--- config.mk ---
export PLATFORM = sky130hd
export DESIGN_NAME = lcd_controller
export DESIGN_NICKNAME = d
export VERILOG_FILES = /design/src/rtl/lcd_controller.sv
export SDC_FILE = /design/constraint.sdc
export NUM_CORES = 1
export LEC_CHECK = 0
export ABC_AREA = 1
export BUFFER_PORTS_ARGS = -buffer_cell sky130_fd_sc_hd__buf_2
export CORE_AREA = 2 2 78 80
export CTS_CLUSTER_DIAMETER = 150
export DETAILED_ROUTE_END_ITERATION = 8
export DIE_AREA = 0 0 80 82
export GPL_ROUTABILITY_DRIVEN = 0
export GPL_TIMING_DRIVEN = 0
export PLACE_DENSITY_LB_ADDON = 0.25
export SYNTH_ARGS = -nofsm -noshare
export SYNTH_HDL_FRONTEND = slang
export SYNTH_SLANG_ARGS = --single-unit
--- constraint.sdc ---
create_clock -name Clock -period 3.75 [get_ports Clock]
set_input_delay 0.5625 -clock Clock [delete_from_list [all_inputs] [get_ports Clock]]
set_output_delay 0.5625 -clock Clock [all_outputs]
set_load 0.05 [all_outputs]
--- src/rtl/lcd_controller.sv ---
// HD44780 4-bit sequencer: autonomous power-on init and config, then byte writes over an oReady/iWrite handshake.
// First nibble is driven on the accept edge; oReady stays low until the byte has fully settled, and iWrite is ignored while low.
module lcd_controller #(
  parameter int T_POWERUP = 750000,
  parameter int T_4MS     = 205000,
  parameter int T_100US   = 5000,
  parameter int T_40US    = 2000,
  parameter int T_1US     = 50,
  parameter int T_CLEAR   = 82000,
  parameter int T_SETUP   = 2,
  parameter int T_EPULSE  = 12
) (
  input  logic       Clock,
  input  logic       Reset,
  input  logic [7:0] iData,
  input  logic       iRS,
  input  logic       iWrite,
  output logic       oReady,
  output logic       oInitDone,
  output logic       LCD_E,
  output logic       LCD_RS,
  output logic       LCD_RW,
  output logic [3:0] SF_DATA
);

  function automatic int max2(input int a, input int b);
    return (a > b) ? a : b;
  endfunction

  localparam int T_MAX = max2(max2(max2(T_POWERUP, T_4MS), max2(T_100US, T_40US)),
                              max2(max2(T_1US, T_CLEAR), T_SETUP + T_EPULSE + 1));
  localparam int CNT_W = $clog2(T_MAX + 1);

  typedef logic [CNT_W-1:0] cnt_t;

  localparam cnt_t PWR_LAST    = cnt_t'(T_POWERUP - 1);
  localparam cnt_t W4MS_LAST   = cnt_t'(T_4MS - 1);
  localparam cnt_t W100US_LAST = cnt_t'(T_100US - 1);
  localparam cnt_t W40US_LAST  = cnt_t'(T_40US - 1);
  localparam cnt_t GAP_LAST    = cnt_t'(T_1US - 1);
  localparam cnt_t CLEAR_LAST  = cnt_t'(T_CLEAR - 1);
  localparam cnt_t E_ON        = cnt_t'(T_SETUP - 1);
  localparam cnt_t E_OFF       = cnt_t'(T_SETUP + T_EPULSE - 1);
  localparam cnt_t NIB_LAST    = cnt_t'(T_SETUP + T_EPULSE);

  typedef enum logic [2:0] {
    S_PWR_WAIT,
    S_INIT_NIB,
    S_INIT_WAIT,
    S_IDLE,
    S_WR_HI,
    S_GAP,
    S_WR_LO,
    S_SETTLE
  } state_t;

  function automatic logic [7:0] cfg_byte(input logic [1:0] idx);
    case (idx)
      2'd0:    return 8'h28;
      2'd1:    return 8'h06;
      2'd2:    return 8'h0C;
      default: return 8'h01;
    endcase
  endfunction

  state_t     state_q, state_d;
  cnt_t       cnt_q, cnt_d;
  logic [1:0] step_q, step_d;
  logic       cfg_q, cfg_d;
  logic [7:0] byte_q, byte_d;
  logic       rs_q, rs_d;
  logic [3:0] nib_q, nib_d;
  logic       e_q, e_d;
  logic       ready_q, ready_d;
  logic       done_q, done_d;

  logic       pulse_on;
  logic       nib_end;
  cnt_t       init_wait_last;
  cnt_t       settle_last;
  logic [7:0] next_cfg;

  always_comb begin
    state_d  = state_q;
    cnt_d    = cnt_q + cnt_t'(1);
    step_d   = step_q;
    cfg_d    = cfg_q;
    byte_d   = byte_q;
    rs_d     = rs_q;
    nib_d    = nib_q;
    e_d      = 1'b0;
    next_cfg = cfg_byte(step_q + 2'd1);

    // Counter runs from 0 on the edge that first drives the nibble.
    pulse_on = (cnt_q >= E_ON) && (cnt_q < E_OFF);
    nib_end  = (cnt_q == NIB_LAST);

    case (step_q)
      2'd0:    init_wait_last = W4MS_LAST;
      2'd1:    init_wait_last = W100US_LAST;
      default: init_wait_last = W40US_LAST;
    endcase

    // Clear and return-home commands need the long settle.
    if (!rs_q && (byte_q == 8'h01 || byte_q == 8'h02 || byte_q == 8'h03))
      settle_last = CLEAR_LAST;
    else
      settle_last = W40US_LAST;

    case (state_q)
      S_PWR_WAIT: begin
        if (cnt_q == PWR_LAST) begin
          state_d = S_INIT_NIB;
          cnt_d   = '0;
          step_d  = 2'd0;
          nib_d   = 4'h3;
          rs_d    = 1'b0;
        end
      end
      S_INIT_NIB: begin
        e_d = pulse_on;
        if (nib_end) begin
          state_d = S_INIT_WAIT;
          cnt_d   = '0;
        end
      end
      S_INIT_WAIT: begin
        if (cnt_q == init_wait_last) begin
          cnt_d = '0;
          if (step_q == 2'd3) begin
            state_d = S_WR_HI;
            cfg_d   = 1'b1;
            step_d  = 2'd0;
            byte_d  = cfg_byte(2'd0);
            nib_d   = cfg_byte(2'd0) >> 4;
            rs_d    = 1'b0;
          end else begin
            state_d = S_INIT_NIB;
            step_d  = step_q + 2'd1;
            nib_d   = (step_q == 2'd2) ? 4'h2 : 4'h3;
          end
        end
      end
      S_IDLE: begin
        cnt_d = '0;
        if (iWrite) begin
          state_d = S_WR_HI;
          cfg_d   = 1'b0;
          byte_d  = iData;
          rs_d    = iRS;
          nib_d   = iData[7:4];
        end
      end
      S_WR_HI: begin
        e_d = pulse_on;
        if (nib_end) begin
          state_d = S_GAP;
          cnt_d   = '0;
        end
      end
      S_GAP: begin
        if (cnt_q == GAP_LAST) begin
          state_d = S_WR_LO;
          cnt_d   = '0;
          nib_d   = byte_q[3:0];
        end
      end
      S_WR_LO: begin
        e_d = pulse_on;
        if (nib_end) begin
          state_d = S_SETTLE;
          cnt_d   = '0;
        end
      end
      S_SETTLE: begin
        if (cnt_q == settle_last) begin
          cnt_d = '0;
          if (cfg_q && step_q != 2'd3) begin
            state_d = S_WR_HI;
            step_d  = step_q + 2'd1;
            byte_d  = next_cfg;
            nib_d   = next_cfg[7:4];
          end else begin
            state_d = S_IDLE;
            cfg_d   = 1'b0;
          end
        end
      end
      default: begin
        state_d = S_PWR_WAIT;
        cnt_d   = '0;
      end
    endcase

    ready_d = (state_d == S_IDLE);
    done_d  = done_q | ready_d;
  end

  always_ff @(posedge Clock) begin
    if (Reset) begin
      state_q <= S_PWR_WAIT;
      cnt_q   <= '0;
      step_q  <= 2'd0;
      cfg_q   <= 1'b0;
      byte_q  <= 8'h00;
      rs_q    <= 1'b0;
      nib_q   <= 4'h0;
      e_q     <= 1'b0;
      ready_q <= 1'b0;
      done_q  <= 1'b0;
    end else begin
      state_q <= state_d;
      cnt_q   <= cnt_d;
      step_q  <= step_d;
      cfg_q   <= cfg_d;
      byte_q  <= byte_d;
      rs_q    <= rs_d;
      nib_q   <= nib_d;
      e_q     <= e_d;
      ready_q <= ready_d;
      done_q  <= done_d;
    end
  end

  assign oReady    = ready_q;
  assign oInitDone = done_q;
  assign LCD_E     = e_q;
  assign LCD_RS    = rs_q;
  assign LCD_RW    = 1'b0;
  assign SF_DATA   = nib_q;

endmodule
==> impl_metrics.toml <==
[worst_setup_path]
arrival_ns = 2.40
path_cells = "inv_1, ha_1, nor2_1, nand3_1, nand2_1, nand3_1, nand2_1, and2_4, nand3_2, nand2_4, buf_6, nor2_1"
cp-start-kind = "flop"
endpoint_kind = "flop"
worstSetupPathType = "reg2reg"
cpLargestDelayFamily = "simple AND/OR/NAND/NOR gates"
crit_buf_inv = 2
crit_path_top_delay_cell = "dfxtp_1"
cp_max_fo = 10
cp_data_required_time_ns = 3.94
cpPeakStageDelay_ns = 0.46

[timing]
hold_viol = 0
max_freq_ghz = 0.452
maxSlewViolCount = 0
tightestPinTransition_ns = 0.554
slew_headroom = 0.628
rsz0062_at_grt = "no"
period_share = 0.590
holdWs_ns = 0.469
fin_crit_ns = 2.21
tns_ns = 0
finalSetupViolations = 0
skew_ns = 0.0119
fin_ws_ns = 1.54

[synthesis]
postSynthCellCount = 431
synth-edff-count = 0
ys_seq_area_frac = 0.302
ys_seq_elements = 42
yosysMostFrequentCell = "nand2_1"
ys_top_cells_by_count = "nand2_1, nor2_1, inv_1"
async_flop_share = 0
synthTopCellsByArea = "dfxtp_1, nand2_1, nor2_1"
synth.avg_cell_area_um2 = 6.46
yosysUniqueCellTypes = 42
yosysTopAreaCellShare = 0.302
syn_area_um2 = 2780
yosysWarnings = 0
synth_area_leader_cell = "dfxtp_1"
syn-num-nets = 455
synth_flop_cell = "dfxtp_1"

[cts]
cts_tree = "done"
cts_resized = 0
path_clk_slew_ns = 0.09
holdBufCountCts = 0
postCtsSetupBuffers = 0
cts_root_buf = "clkbuf_8"
cts_buffers = 5
htreeDepth = 2
insertion_delay_ns = 0.30
cts_sinks = 42
ctsLongestPathBuffers = 2

[route]
ant_nets = 0
drt_iter0_markers = 228
met2_length_mm = 2.96
routed-via-count = 2707
met1_length_mm = 3.15
drt_pre_antenna_iters = 5
top_layer = "met4"
routedWlPerCell_um = 12.3
drc = 0
viasPerCell = 5.08
finalWirelength_mm = 6.58
met3_length_um = 376

[finish]
fin_nets = 481
diodes = 0
fillerInstances = 606
area.growth.synth_to_final_pct = 10.1
drive_gt1_frac = 0.116
layoutNonFillerInstCount = 533

[die]
rows = 28
initial_core_util = 0.484
die_w_um = 80
ioPinCount = 21
dieArea_um2 = 6560
dieHeight_um = 82
core-area_um2 = 5750

[pwr]
power.switching_w = 0.000188
p_per_area_nw_per_um2 = 260
p_seq_frac = 0.566
internal_power_w = 0.000610
p_comb_frac = 0.043
p_clk_frac = 0.391
ir_drop_mv = 0.167
cellLeakagePower_nw = 1.42
sw_frac_of_total = 0.236

[placed_design]
pre_cts_slack_ns = 1.57
dp_cells = 525
portBuffers = 19
dp_hpwl_mm = 5.12

[grt]
grt_pass1_vias = 2420
grt_max_degree = 13
grt-ovfl-total = 0
gr-usage-all-layers = 0.209
grt_pass1_wl_mm = 10.8
antenna_found_initial = 0

[hold_path]
hp-class = "reg2reg"

[run_status]
status = "finished clean"

[run]
max_cap_violations = 0
-- logic make-up after synthesis --
family	count (synthesis)	share of synthesized area
and+or+nand+nor	250	0.409
buffers and inverters	75	0.107
DFF	42	0.302
AOI/OAI and AO/OA	34	0.0728
xor gates and xnor gates	17	0.0535
adders and majority gates	12	0.0540
other	1	0.00135
-- per-layer routing --
layer / track usage / vias up
met5: 0 / -
met4: 0.0678 / 0
met3: 0.0319 / 10
met2: 0.345 / 86
met1: 0.281 / 1211
li1: - / 1400
-- final timing paths --
| kind | to | from | cells after the start | slack (ns) |
|---|---|---|---|---|
| worst min-delay path | byte_q[4]$_SDFFE_PP0P_ | byte_q[4]$_SDFFE_PP0P_ | 2 | 0.47 |
| worst min register to register | byte_q[4]$_SDFFE_PP0P_ | byte_q[4]$_SDFFE_PP0P_ | 2 | 0.47 |
| worst max-delay path | cnt_q[9]$_SDFF_PP0_ | step_q[0]$_SDFFE_PP0P_ | 12 | 1.54 |
| worst max register to register | cnt_q[9]$_SDFF_PP0_ | step_q[0]$_SDFFE_PP0P_ | 12 | 1.54 |
-- tightest hold or removal path, delay by kind of cell, from the launching register on --
family	cells	cell delay [ns]
flip-flops	1	0.32
AND/OR/NAND/NOR	1	0.06
AO/OA/AOI/OAI	1	0.05
-- layout by cell type, fill, tap and decap left out, types with 4 or more instances in the layout --
cell type	instances
ha_1	12
nand3_1	30
inv_1	65
a21oi_1	13
xor2_1	13
xnor2_1	4
nand4_1	9
clkbuf_8	6
nand2_1	94
buf_2	21
dfxtp_1	42
nor3_1	7
nand2_2	4
nor2_4	4
o21ai_0	8
nor2_1	84
-- per-stage QoR --
step	area, µm²	utilization	total power, W
floorplan	2780	-	0.000484
global placement	2970	0.517	0.000496
detailed placement	2970	0.517	0.000497
CTS	3060	0.533	0.000801
global route	3060	0.533	0.000820
finish	3060	0.533	0.000798
-- power groups by stage --
stage | clock network, W | registers, W | logic [W]
finish | 0.000312 | 0.000452 | 0.0000343
global placement | 0 | 0.000462 | 0.0000341
floorplan | 0 | 0.000461 | 0.0000225
CTS | 0.000315 | 0.000452 | 0.0000346
detailed placement | 0 | 0.000462 | 0.0000346
global route | 0.000329 | 0.000452 | 0.0000387
-- flip-flops by register name, summed over array words and instances (netlist names) --
| signal | count |
|---|---|
| byte_q | 8 |
| state_q | 3 |
| cnt_q | 20 |
| LCD_RS | 1 |
| cfg_q | 1 |
| step_q | 2 |
| LCD_E | 1 |
| oReady | 1 |
| oInitDone | 1 |
| SF_DATA | 4 |
-- layout make-up --
type | count | area [µm²] | share of cell area
multi-input combinational | 314 | 1640 | 0.536
sequential | 42 | 841 | 0.275
timing repair buffer | 19 | 95.1 | 0.0310
clock inverter | 1 | 5.00 | 0.00163
inverter | 68 | 255 | 0.0833
buffer | 7 | 43.8 | 0.0143
clock buffer | 7 | 86.3 | 0.0282
tap | 75 | 93.8 | 0.0306
Power figures use the tool's default switching activity.
